$ cat config.mk
export PLATFORM = sky130hd
export DESIGN_NAME = fpu_mul_share_arbiter
export DESIGN_NICKNAME = d
export VERILOG_FILES = /design/src/rtl/fpu_mul_share_arbiter.sv
export SDC_FILE = /design/constraint.sdc
export NUM_CORES = 1
export LEC_CHECK = 0
export ABC_AREA = 1
export ABC_CLOCK_PERIOD_IN_PS = 7250
export CORE_AREA = 2 2 157 159
export CTS_BUF_LIST = sky130_fd_sc_hd__clkbuf_16
export CTS_CLUSTER_DIAMETER = 60
export DETAILED_ROUTE_END_ITERATION = 7
export DIE_AREA = 0 0 159 161
export PLACE_DENSITY_LB_ADDON = 0.05
export SLEW_MARGIN = 0
export SYNTH_ARGS = -nofsm -noshare
export SYNTH_HDL_FRONTEND = slang
export SYNTH_SLANG_ARGS = --single-unit
export TNS_END_PERCENT = 20
$ cat constraint.sdc
create_clock -name i_clk -period 7.25 [get_ports i_clk]
set_clock_uncertainty 0.15 [all_clocks]
set_input_delay 1.45 -clock i_clk [delete_from_list [all_inputs] [get_ports i_clk]]
set_output_delay 1.45 -clock i_clk [all_outputs]
set_load 0.01 [all_outputs]
$ cat src/rtl/fpu_mul_share_arbiter.sv
// Shares one fixed-latency, non-stallable FPU multiplier among NUM_REQ
// requesters. Round-robin grant with at most one issue per cycle. A tag shift
// register that runs alongside the multiplier pipeline steers each product
// back to the requester that issued it.
module fpu_mul_share_arbiter #(
    parameter int NUM_REQ   = 4,
    parameter int SIZE_DATA = 32,
    parameter int MUL_LAT   = 3
) (
    input  logic                           i_clk,
    input  logic                           i_rst,
    input  logic                           i_hold,
    input  logic [NUM_REQ-1:0]             i_req_valid,
    input  logic [NUM_REQ*SIZE_DATA-1:0]   i_req_a,
    input  logic [NUM_REQ*SIZE_DATA-1:0]   i_req_b,
    output logic [NUM_REQ-1:0]             o_req_ready,
    output logic                           o_mul_valid,
    output logic [SIZE_DATA-1:0]           o_mul_a,
    output logic [SIZE_DATA-1:0]           o_mul_b,
    input  logic [SIZE_DATA-1:0]           i_mul_result,
    output logic [NUM_REQ-1:0]             o_rsp_valid,
    output logic [SIZE_DATA-1:0]           o_rsp_data,
    output logic                           o_busy
);
    localparam int TAG_W = $clog2(NUM_REQ);
    // Holds MUL_LAT+2 in-flight ops (accept cycle through response cycle).
    localparam int CNT_W = $clog2(MUL_LAT + 3);

    // Flat operand buses viewed as one slot per requester.
    logic [NUM_REQ-1:0][SIZE_DATA-1:0] req_a;
    logic [NUM_REQ-1:0][SIZE_DATA-1:0] req_b;
    assign req_a = i_req_a;
    assign req_b = i_req_b;

    logic [TAG_W-1:0]               ptr;
    logic [NUM_REQ-1:0]             grant;
    logic [TAG_W-1:0]               gnt_idx;
    logic                           accept;
    logic [MUL_LAT:0]               vld_pipe;
    logic [MUL_LAT:0][TAG_W-1:0]    tag_pipe;
    logic [CNT_W-1:0]               cnt;
    logic [CNT_W-1:0]               cnt_next;
    logic                           rsp_any;

    // Round-robin search starting at ptr; suppressed during reset or hold.
    always_comb begin
        logic             found;
        logic [TAG_W-1:0] idx;
        grant   = '0;
        gnt_idx = '0;
        found   = 1'b0;
        idx     = '0;
        for (int i = 0; i < NUM_REQ; i++) begin
            idx = TAG_W'((int'(ptr) + i) % NUM_REQ);
            if (!found && i_req_valid[idx]) begin
                found        = 1'b1;
                grant[idx]   = 1'b1;
                gnt_idx      = idx;
            end
        end
        if (i_rst || i_hold) begin
            grant = '0;
        end
    end

    assign o_req_ready = grant;
    assign accept      = |grant;
    assign rsp_any     = |o_rsp_valid;

    // Pointer moves just past the winner so every requester gets a turn.
    always_ff @(posedge i_clk) begin
        if (i_rst) begin
            ptr <= '0;
        end else if (accept) begin
            ptr <= (gnt_idx == TAG_W'(NUM_REQ - 1)) ? '0 : gnt_idx + TAG_W'(1);
        end
    end

    // Issue register; operands hold their last value when nothing is issued.
    always_ff @(posedge i_clk) begin
        if (i_rst) begin
            o_mul_valid <= 1'b0;
            o_mul_a     <= '0;
            o_mul_b     <= '0;
        end else begin
            o_mul_valid <= accept;
            if (accept) begin
                o_mul_a <= req_a[gnt_idx];
                o_mul_b <= req_b[gnt_idx];
            end
        end
    end

    // Tag pipe mirrors the multiplier: the tail lines up with i_mul_result.
    always_ff @(posedge i_clk) begin
        if (i_rst) begin
            vld_pipe <= '0;
            tag_pipe <= '0;
        end else begin
            vld_pipe <= {vld_pipe[MUL_LAT-1:0], accept};
            tag_pipe <= {tag_pipe[MUL_LAT-1:0], gnt_idx};
        end
    end

    // Capture the product at the tail and strobe its owner for one cycle.
    always_ff @(posedge i_clk) begin
        if (i_rst) begin
            o_rsp_valid <= '0;
            o_rsp_data  <= '0;
        end else begin
            o_rsp_valid <= '0;
            if (vld_pipe[MUL_LAT]) begin
                o_rsp_valid[tag_pipe[MUL_LAT]] <= 1'b1;
                o_rsp_data                     <= i_mul_result;
            end
        end
    end

    // In-flight count: accept adds, response strobe retires.
    always_comb begin
        cnt_next = cnt;
        case ({accept, rsp_any})
            2'b10:   cnt_next = cnt + CNT_W'(1);
            2'b01:   cnt_next = cnt - CNT_W'(1);
            default: cnt_next = cnt;
        endcase
    end

    // Count and busy flag registered together so busy tracks the new count.
    always_ff @(posedge i_clk) begin
        if (i_rst) begin
            cnt    <= '0;
            o_busy <= 1'b0;
        end else begin
            cnt    <= cnt_next;
            o_busy <= (cnt_next != '0);
        end
    end

endmodule

# --- After elaboration in Yosys (flattened, before gate mapping) ---
# Index checks and enable logic that the tools add are counted.
op_classes:
  bitwise: 4
  n_reduce_logical: 16
  muxes: 36
  magnitude_cmp: 11
  n_eq_ne: 3
  n_addsub: 6
ops:
  columns: ["cell", "count"]
  rows:
  - ["$bmux 32 s2", 2]
  - ["$mux 32", 2]
  - ["$mux 4", 5]
  - ["$lt 2x3->1 const B", 6]
  - ["$mux 1", 12]
  - ["$or 4x4->4", 3]
  - ["$demux 1 s2", 5]
  - ["$ge 2x1->1 const B", 5]
  - ["$mux 2", 5]
  - ["$bmux 1 s2", 4]
  - ["$logic_and 1x1->1", 8]
  - ["$reduce_or 4->1", 2]
  - ["$pmux 3 s2", 1]
  - ["$add 2x1->2 const B", 2]
  - ["$add 2x2->2 const B", 2]
  - ["$eq 2x2->1 const B", 2]
  - ["$add 3x1->3 const B", 1]
  - ["$logic_not 1->1", 3]
  - ["$reduce_bool 3->1", 1]
  - ["$sub 3x1->3 const B", 1]
  - ["$eq 2x1->1 const B", 1]
  - ["$reduce_or 2->1", 1]
  - ["$logic_or 1x1->1", 1]
  - ["$not 1->1", 1]
word_totals:
  ff_bits: 119
  inputBits: 295

# --- Logic depth before layout (Yosys ltp) ---
# Gate-level depths: netlist (run 1).
logic_depth:
  depth_word: 17
  mapped_depth: 22

# --- Worst setup path before layout (run 1) ---
# No wires, ideal clock.
synth_timing:
  kind: "input-to-reg"
  from: "input port i_req_valid[3]"
  to: "register o_busy"
  path_slack_ns: 3.347
  cell_stages: 19
  t_arrival_ns: 3.623
  setup_time_ns: 0.130
  path_buffers: 1
  required_time_ns: 6.970
  cell_sequence: "inv_1 nand2_1 nand3_4 nand2_4 nor2_4 a21oi_1 nand3_1 o21ai_1 nand2_1 clkbuf_1 inv_1 ha_1 inv_1 fa_1 a21oi_1 o21ai_0 xnor2_1 inv_1 a31oi_1"
synth_via:
  elab_chain_len: 17
  elab_cells_between_ends: 30
  cone_classes: "eq/ne (2); mux (17); bitwise (3); reduce/logical (8)"
synth_lines:
  columns: ["item", "line_no", "text"]
  rows:
  - ["from (decl)", "13", "input logic [NUM_REQ-1:0] i_req_valid,"]
  - ["$bmux 1 s2", "55", "if (!found && i_req_valid[idx]) begin"]
  - ["$mux 1 (implied by the code)", "55", null]
  - ["$mux 1", "55", null]
  - ["$logic_not 1->1", "55", null]
  - ["$logic_and 1x1->1", "55", null]
  - ["$mux 1", "55", null]
  - ["$logic_not 1->1", "55", null]
  - ["$logic_and 1x1->1", "55", null]
  - ["$mux 1", "55", null]
  - ["$logic_not 1->1", "55", null]
  - ["$logic_and 1x1->1", "55", null]
  - ["$mux 4 *", "55", null]
  - ["$mux 4 *", "61", "if (i_rst || i_hold) begin"]
  - ["$reduce_or 4->1 *", "67", "assign accept = |grant;"]
  - ["$eq 2x1->1 or $eq 2x2->1 (tied branches)", "122", "case ({accept, rsp_any})"]
  - ["$pmux 3 s2 *", "122", null]
  - ["$reduce_bool 3->1 *", "136", "o_busy <= (cnt_next != '0);"]
  - ["to (signal assigned)", "136", null]
  - ["to (decl)", "23", "output logic o_busy"]
# Every way passes the cells marked *; elsewhere a longest branch is shown, timed or not. The select of a mux whose other input is x is not followed.
# A chain may end at the register's enable or synchronous reset.

# --- Final worst setup path (run 1) ---
layout_timing:
  from: "input port i_req_valid[1]"
  to: "register o_mul_b[16]"
layout_via:
  elab_chain_len: 14
  elab_cells_between_ends: 32
  cone_classes: "mux (22); bitwise (3); reduce/logical (7)"
layout_lines:
  columns: ["item", "line_no", "text"]
  rows:
  - ["$bmux 1 s2", "55", null]
  - ["$mux 1 (implied by the code)", "55", null]
  - ["$mux 1", "55", null]
  - ["$logic_not 1->1", "55", null]
  - ["$logic_and 1x1->1", "55", null]
  - ["$mux 1", "55", null]
  - ["$logic_not 1->1", "55", null]
  - ["$logic_and 1x1->1", "55", null]
  - ["$mux 1", "55", null]
  - ["$logic_not 1->1", "55", null]
  - ["$logic_and 1x1->1", "55", null]
  - ["$mux 2 or $mux 4 (tied branches)", "55", null]
  - ["$bmux 32 s2 or $mux 4 (tied branches)", "89, 61", null]
  - ["$mux 32 (implied by the code) or $reduce_or 4->1 (tied branches)", "89, 67", null]
  - ["to (signal assigned)", "89", "o_mul_b <= req_b[gnt_idx];"]
  - ["to (decl)", "19", "output logic [SIZE_DATA-1:0] o_mul_b,"]
# Parallel ways exist; a longest one is shown, timed or not. The select of a mux whose other input is x is not followed.

==> results of run 1 <==
[cells by family (layout without fill, tap and decap cells)]
| logic type | count (synthesis) | in the layout | synth area share, % |
|---|---|---|---|
| fa+ha+maj | 9 | 9 | 1.601 |
| flops | 118 | 118 | 31.49 |
| simple gates | 799 | 799 | 47.09 |
| other cells | 0 | 1 | 0 |
| xor+xnor | 2 | 2 | 0.2336 |
| compound gates | 46 | 46 | 3.269 |
| buf+inv | 300 | 665 | 16.31 |
[registers in the layout, summed over array words and instances, names as in the netlist, named ones only]
| signal | flops |
|---|---|
| o_mul_b | 32 |
| ptr | 1 |
| tag_pipe | 8 |
| o_mul_a | 32 |
| vld_pipe | 4 |
| o_rsp_data | 32 |
| o_rsp_valid | 4 |
| o_busy | 1 |
| cnt | 3 |
[routing by layer]
metal  wire (um)  vias up  global-route usage [%]
met2       14270      283                   40.02
li1            -     4526                       -
met5          14        -                       0
met3        2186       31                   6.959
met4         594        2                   6.901
met1       11680     3841                   24.75
[power breakdown]
part           total (mW)  switching [mW]  internal (mW)
logic                3.27            2.09           1.18
registers           0.875          0.0773          0.798
clock network       0.861           0.346          0.515
total                5.01            2.52           2.49
[stage by stage]
stage / hold slack, ns / setup slack, ns / cell area, um2 / utilization, % / total power, mW
6_report: 0.2520 / 2.137 / 12230 / 51.02 / 5.009
5_1_grt: 0.2584 / 1.696 / 12220 / 51.01 / 5.534
4_1_cts: 0.2516 / 2.101 / 12220 / 51.01 / 5.094
3_5_place_dp: 0.2427 / 1.671 / 11630 / 48.53 / 4.213
3_3_place_gp: 0.2410 / 1.701 / 11630 / 48.53 / 4.195
2_1_floorplan: 0.2383 / 3.347 / 7501 / - / 3.277
[cell usage after synthesis (all sizes together)]
| library cell | n | area (um2) |
|---|---|---|
| a21boi | 5 | 37.53 |
| a21oi | 4 | 20.02 |
| a31oi | 1 | 6.260 |
| buf | 51 | 286.5 |
| clkbuf | 24 | 90.09 |
| dfxtp | 118 | 2362 |
| fa | 1 | 20.02 |
| ha | 8 | 100.1 |
| inv | 225 | 847.1 |
| nand2 | 495 | 1888 |
| nand3 | 138 | 708.2 |
| nand3b | 66 | 508.0 |
| nand4 | 4 | 25.02 |
| nor2 | 91 | 375.4 |
| nor3 | 4 | 20.02 |
| o21ai | 35 | 175.2 |
| o22ai | 1 | 6.260 |
| or4 | 1 | 7.510 |
| xnor2 | 1 | 8.760 |
| xor2 | 1 | 8.760 |
[worst reg2reg max path, delay by kind of cell, from the launching register on]
family                   cells  cell delay (ns)
flip-flops                   1             0.63
AND/OR/NAND/NOR             11             2.48
buffers and inverters        3             0.97
adder cells (fa/ha/maj)      1             0.40
[how the worst max path moves through the flow]
stage,from,to
global placement,i_req_valid[3],o_mul_a[27]
global route,i_req_valid[1],o_mul_b[2]
floorplan,i_req_valid[3],o_busy
CTS,i_req_valid[3],o_mul_b[19]
detailed placement,i_req_valid[3],o_mul_b[16]
finish,i_req_valid[1],o_mul_b[16]
[layout make-up]
class	instances	area [um2]
timing repair buffer	408	4064
tap	324	405.4
clock inverter	15	168.9
multi-input combinational	856	3951
antenna	1	2.502
sequential	118	2362
clock buffer	17	425.4
inverter	225	847.1
fill	2520	11740
==> flow_results.org, run 1 <==
** Critical path
- Crit-path max cell delay :: 0.78 ns
- The slowest stage of the critical path belongs to the cell sky130_fd_sc_hd__nand2_4.
- The worst register-to-register path ends at o_mul_b[16].
- Ordered cell list for the critical path :: clkdlybuf4s50_1 > inv_1 > nand2_1 > nand3_2 > nand2_4 > nor2_4 > nor2_1 > nand3b_4 > nand2_4 > buf_4 > nand2_1 > nand3_1 > nand2_1 > nand2_1 > nand2_1
- The critical path is of the in2reg type.
- STA puts the critical path data required time at 7.41 ns.
- Buf/Inv on CP :: 3
- Cell occurring most often along the worst timing path :: sky130_fd_sc_hd__nand2_1
- Type of origin of the critical path :: input port
- The critical path crosses 15 cells after its start point.
- Of all nets on the critical path, the largest fanout is 76.
- Count of cells along the worst register-to-register path :: 15
- Type of destination of the critical path :: flop
- Data on the critical path arrives at its endpoint at 5.27 ns.
- The setup check on the worst reg-to-reg path leaves a slack of 2.54 ns.
- Top cell family by delay on the critical path :: simple AND/OR/NAND/NOR gates

** STA
- The worst path needs 5.113 ns of the cycle, external delays included.
- The number of max-slew violations in the final report is 0.
- Rel. slew slack :: 32.23%
- Fmax :: 195.6 MHz
- Share of the cycle needed by the critical path after routing :: 70.53%
- At the pin with the least slew margin, the transition time is 1.015 ns.
- Final Hold Violating Endpoints :: 0
- In the final timing run, aggregate negative setup slack is 0 ns.
- Final-report setup violation count :: 0
- Setup repair after global routing left no endpoint under its margin.

** Clock network
- Post-cts gate resize count :: 0
- CTS H-Tree Depth :: 4
- Once the clock tree was built, the setup fixing pass inserted 0 buffers.
- In this run the deepest clock path goes through 2 buffers.
- TritonCTS built the clock tree.
- The cell sitting at the root of the clock tree is a sky130_fd_sc_hd__clkbuf_16.
- Total of hold buffers inserted after clock tree synthesis :: 0
- Cts bufs inserted :: 17
- Clock transition at the registers of the reported paths :: 0.06 ns
- Clk sink count :: 118
- Clock latency of the later-clocked register in the worst-skew pair :: 0.41 ns

** Finish
- Number of nets at the end of the flow :: 1930
- Area growth syn-to-layout :: 63.00%
- Leaving out fill and tap cells, the most frequent cell in the layout is sky130_fd_sc_hd__nand2_1.
- Once layout is complete, the cells apart from fillers number 1964.
- Most frequent cells in the layout :: 486 x sky130_fd_sc_hd__nand2_1, 400 x sky130_fd_sc_hd__clkdlybuf4s50_1, 222 x sky130_fd_sc_hd__inv_1, 136 x sky130_fd_sc_hd__nand3_1, 118 x sky130_fd_sc_hd__dfxtp_1
- Cells with a size suffix above 1 make up 3.783% of the layout.

** Routing
- The detail route stage leaves a number of antenna-violating nets equal to 0.
- Detailed-route DRC error count :: 0
- Total detailed-routing wirelength :: 28750 um
- Across all layers, the routed design uses 8683 vias.
- The first detailed-routing pass ran for 4 iterations.
- In this run, the number of DRC markers left after iteration 0 of detailed routing was 359.
- Routed length per placed instance :: 14.64 um
- Detailed-route vias per instance :: 4.421

** Synth
- Cell area after synthesis :: 0.007501 mm2
- Warning count from the yosys run :: 0
- Counting every net in the synthesized netlist gives 1578.
- Post-synthesis register bit count :: 118
- The number of different library cells used by synthesis comes to 35.
- Share of synthesized area occupied by flip-flops and latches :: 31.49%
- Synthesis handed over a netlist of 1274 instances.
- The average instance in the mapped netlist occupies 5.888 um2.

** Placed design
- DP HPWL :: 21520 um
- Port buffering added 400 buffers.
- In this run, placement finished with an instance count of 1931.
- Global placer's final weighted congestion :: 0.8773

** Floorplan
- The floorplan has 57 rows.
- Io pins :: 401
- Core Area :: 0.02396 mm2
- The die covers 0.02560 mm2.
- Overall die height :: 161 um
- The initial utilization of the core area, before any placement, comes to 31.30%.
- The floorplan step set the die width to 159 um.

** Global routing
- Entering global routing, the biggest net connects 77 pins.
- GR Overflow Total :: 0
- The first global-routing pass estimated 44870 um of wire.
- Across every metal layer, demand over resource in global routing totals 22.10%.
- Vias in the first global route :: 8244
- Antenna violations before repair :: 1

** Run status
- The flow ran to the end, and the final reports show no timing, DRC or antenna violations.

** Pwr
- IR drop worst, VDD :: 253.0 uV
- Power spread over the standard cell area amounts to 409.7 mW/mm2.
- In this run the static leakage power is 6.110 nW.

** Hold path
- The worst hold path terminates at vld_pipe[3].
- The worst hold path begins at vld_pipe[2].
- In this run the worst hold path is classified as reg2reg.
- Hold Path Depth :: 2

** Run
- Max-cap violations in this run came to 0.
Note: power is estimated with default switching activity, not from simulation.
==> inputs of run 2 (changes only) <==
--- a/config.mk
+++ b/config.mk
@@ -6,7 +6,7 @@
 export NUM_CORES = 1
 export LEC_CHECK = 0
 export ABC_AREA = 1
-export ABC_CLOCK_PERIOD_IN_PS = 7250
+export ABC_CLOCK_PERIOD_IN_PS = 4500
 export CORE_AREA = 2 2 157 159
 export CTS_BUF_LIST = sky130_fd_sc_hd__clkbuf_16
 export CTS_CLUSTER_DIAMETER = 60
==> constraint.sdc (replaced) <==
create_clock -name i_clk -period 4.5 [get_ports i_clk]
set_clock_uncertainty 0.15 [all_clocks]
set_input_delay 0.9 -clock i_clk [delete_from_list [all_inputs] [get_ports i_clk]]
set_output_delay 0.9 -clock i_clk [all_outputs]
set_load 0.01 [all_outputs]
==> run 2 against run 1 <==
Largest power group unchanged. Count of clock-buffer cells in the layout is the same. Final cell count grew 0.25%. Critical path type is now reg2out. Critical path depth fell by 3. Setup slack got worse by 1.7 ns. Global-route usage down 0.098 points. Largest cell class unchanged. Die area stayed put. Via count down 1.2%. Clock power increased by 51%. Utilization is 0.27 points higher. Combinational power rose by 68%. Hold slack worse by 0.00068 ns.
==> flow_results.org, run 2 (same netlist as run 1, synthesis figures left out) <==
** Run status
- The flow ran to the end, and the final reports show no timing, DRC or antenna violations.

** Finish
- The largest registers in the layout are o_mul_a: 32 flops, o_mul_b: 32 flops, o_rsp_data: 32 flops.
- In the final layout, the share of cells above drive strength 1 is 4.136%.
- Leaving out fill and tap cells, the most frequent cell in the layout is sky130_fd_sc_hd__nand2_1.
- After routing the design area is 0.01229 mm2.
- Non-filler cells, final :: 1969
- Most frequent cells in the layout :: 486 x sky130_fd_sc_hd__nand2_1, 400 x sky130_fd_sc_hd__clkdlybuf4s50_1, 221 x sky130_fd_sc_hd__inv_1, 136 x sky130_fd_sc_hd__nand3_1, 118 x sky130_fd_sc_hd__dfxtp_1
- The area growth from synthesis to layout is 63.85%.
- In the final design database the tool counted 1935 nets.

** Floorplan
- Core Area :: 0.02396 mm2
- Io pins :: 401
- The floorplan step defined a die boundary enclosing 0.02560 mm2.
- The floorplan has 57 rows.
- The initial utilization of the core area, before any placement, comes to 31.30%.
- Overall die height :: 161 um
- From left edge to right edge, the die measures 159 um.

** Critical path
- On the critical path the largest part of the delay comes from buffers and inverters.
- Data arrives at the worst endpoint at 2.99 ns.
- Walking the worst path, the cells encountered are inv_4 > ha_1 > inv_1 > nand3_1 > nand2_1 > nand3_1 > nor2_2 > nand2_1 > nand3_1 > nand2_1 > inv_1 > clkdlybuf4s50_1.
- Type of origin of the critical path :: flop
- Buf/Inv on CP :: 4
- Of all nets on the critical path, the largest fanout is 12.
- Crit-path max cell delay :: 0.62 ns
- At the worst endpoint, the required time is 3.45 ns.
- The worst setup path is captured at a primary output.
- CP Class :: reg2out
- For this design, the slowest cell found on the critical path is sky130_fd_sc_hd__dfxtp_1.

** Routing
- Post-route antenna net violation count :: 0
- In the final routed layout, each cell accounts on average for 14.46 um.
- The detailed router placed 8576 vias in this run.
- Total detailed-routing wirelength :: 28480 um
- Detailed-route DRC error count :: 0
- The detailed router finished its first iteration with 392 violations.
- Detailed-route vias per instance :: 4.356
- The first detailed-routing pass took 4 iterations.

** STA
- Setup violations remaining at the end of the flow were counted as 0.
- On the final layout, the worst hold slack is 0.2513 ns.
- Setup repair after global routing left no endpoint under its margin.
- Final Hold Violating Endpoints :: 0
- Dividing the final minimum period by the clock period gives 89.78%.
- The worst path needs 4.040 ns of the cycle, external delays included.
- At the pin with the least slew margin, the transition time is 1.026 ns.
- Setup total negative slack on the finished layout was measured at 0 ns.
- Rel. slew slack :: 31.49%
- Max-slew violation count :: 0
- Based on the critical path, the design can be clocked at up to 247.5 MHz.

** Clock network
- Total of hold buffers inserted after clock tree synthesis :: 0
- Clock latency of the later-clocked register in the worst-skew pair :: 0.41 ns
- Clock transition at the registers of the reported paths :: 0.06 ns
- CTS built an H-tree with a depth of 4.
- Buffers inserted during clock tree synthesis total 17.
- In this run the post-CTS setup repair buffer count came out at 0.
- In this run the clock root is driven by a sky130_fd_sc_hd__clkbuf_16.
- The number of gates resized after CTS was 0.
- Counting every sink on the clock net gives 118.
- The clock passes through at most 2 buffers.
- TritonCTS built the clock tree.

** Placed design
- After legalization and detailed placement, the total HPWL measured 20800 um.
- The congestion estimate from routability-driven global placement came to 0.8582.
- Number of port buffers :: 400
- Count of placed standard cells including taps :: 1936
- Area after detailed placement :: 0.01172 mm2

** Global routing
- The total overflow left after global routing is 0.
- Antenna violations before repair :: 1
- Vias in the first global route :: 8260
- Entering global routing, the biggest net connects 130 pins.
- Global-route wire length before repair :: 44640 um
- Global routing used 22.00% of the available tracks across all layers.

** Hold path
- The tightest min-delay check is of the reg2reg type.

** Pwr
- Across the VDD grid, the largest voltage drop is 1375 uV.
- For this design the ratio of total power to cell area is 667.0 mW/mm2.
- Summed over all cells, the static leakage comes to 6.133 nW.

** Run
- The tool flagged a number of max-cap violations equal to 0.
run 2: cell count changes in the layout (fill, tap and decap cells not counted), sizes merged:
cell	before	now
clkinvlp	2	4
clkinv	3	4
inv	233	231
buf	8	13
bufinv	2	1
run 2: layer usage:
layer	part of all wire, %	vias up	routed length (um)	global-route usage, %
li1	-	4536	-	-
met1	41	3716	11690	24.98
met2	49	286	13960	39.49
met3	7.7	38	2192	6.908
met4	2.2	0	638	6.777
met5	0	-	0	0
run 2: worst register-to-register path: stages (launching register included):
cell and delay (ns):
sky130_fd_sc_hd__dfxtp_1 0.62, sky130_fd_sc_hd__inv_4 0.13, sky130_fd_sc_hd__ha_1 0.39, sky130_fd_sc_hd__inv_1 0.12
sky130_fd_sc_hd__nand3_1 0.08, sky130_fd_sc_hd__nand2_1 0.12, sky130_fd_sc_hd__nor2_4 0.08, sky130_fd_sc_hd__a21oi_1 0.15
sky130_fd_sc_hd__nand3_1 0.12, sky130_fd_sc_hd__o21ai_1 0.17, sky130_fd_sc_hd__nand2_2 0.10, sky130_fd_sc_hd__inv_1 0.07
sky130_fd_sc_hd__ha_1 0.13, sky130_fd_sc_hd__inv_1 0.07, sky130_fd_sc_hd__fa_1 0.39, sky130_fd_sc_hd__a21oi_1 0.17
sky130_fd_sc_hd__o21ai_0 0.12, sky130_fd_sc_hd__xnor2_1 0.14, sky130_fd_sc_hd__inv_1 0.07, sky130_fd_sc_hd__a31oi_1 0.11
run 2: area by class of cell:
| class | instances | area, um2 |
|---|---|---|
| Fill cell | 2525 | 11670 |
| Antenna cell | 1 | 2.502 |
| Timing Repair Buffer | 413 | 4151 |
| Multi-Input combinational cell | 856 | 3951 |
| Clock buffer | 17 | 425.4 |
| Tap cell | 324 | 405.4 |
| Sequential cell | 118 | 2362 |
| Clock inverter | 15 | 145.1 |
| Inverter | 225 | 847.1 |
run 2: metrics by stage:
stage / total power [mW] / worst slack, ns / util (%)
after floorplan: 5.279 / 1.147 / -
final: 8.198 / 0.4599 / 51.29
after global routing: 9.063 / 0.2298 / 51.29
after CTS: 8.371 / 0.4616 / 51.28
after detailed placement: 7.041 / 0.6078 / 48.90
after global placement: 6.998 / 0.6442 / 48.90
run 2: path summary, 6_finish.rpt:
kind | start | to | slack, ns | cells after the start
worst max register to register | flop | o_busy | 0.95 | 19
worst max-delay path | flop | o_req_ready[3] | 0.46 | 12
worst min-delay path | tag_pipe[0] | tag_pipe[2] | 0.25 | 2
worst min register to register | tag_pipe[0] | tag_pipe[2] | 0.25 | 2
run 2: power breakdown:
| part | internal, mW | total (mW) | switching (mW) |
|---|---|---|---|
| Clock | 0.771 | 1.30 | 0.533 |
| Sequential | 1.29 | 1.41 | 0.121 |
| Combinational | 2.00 | 5.49 | 3.49 |
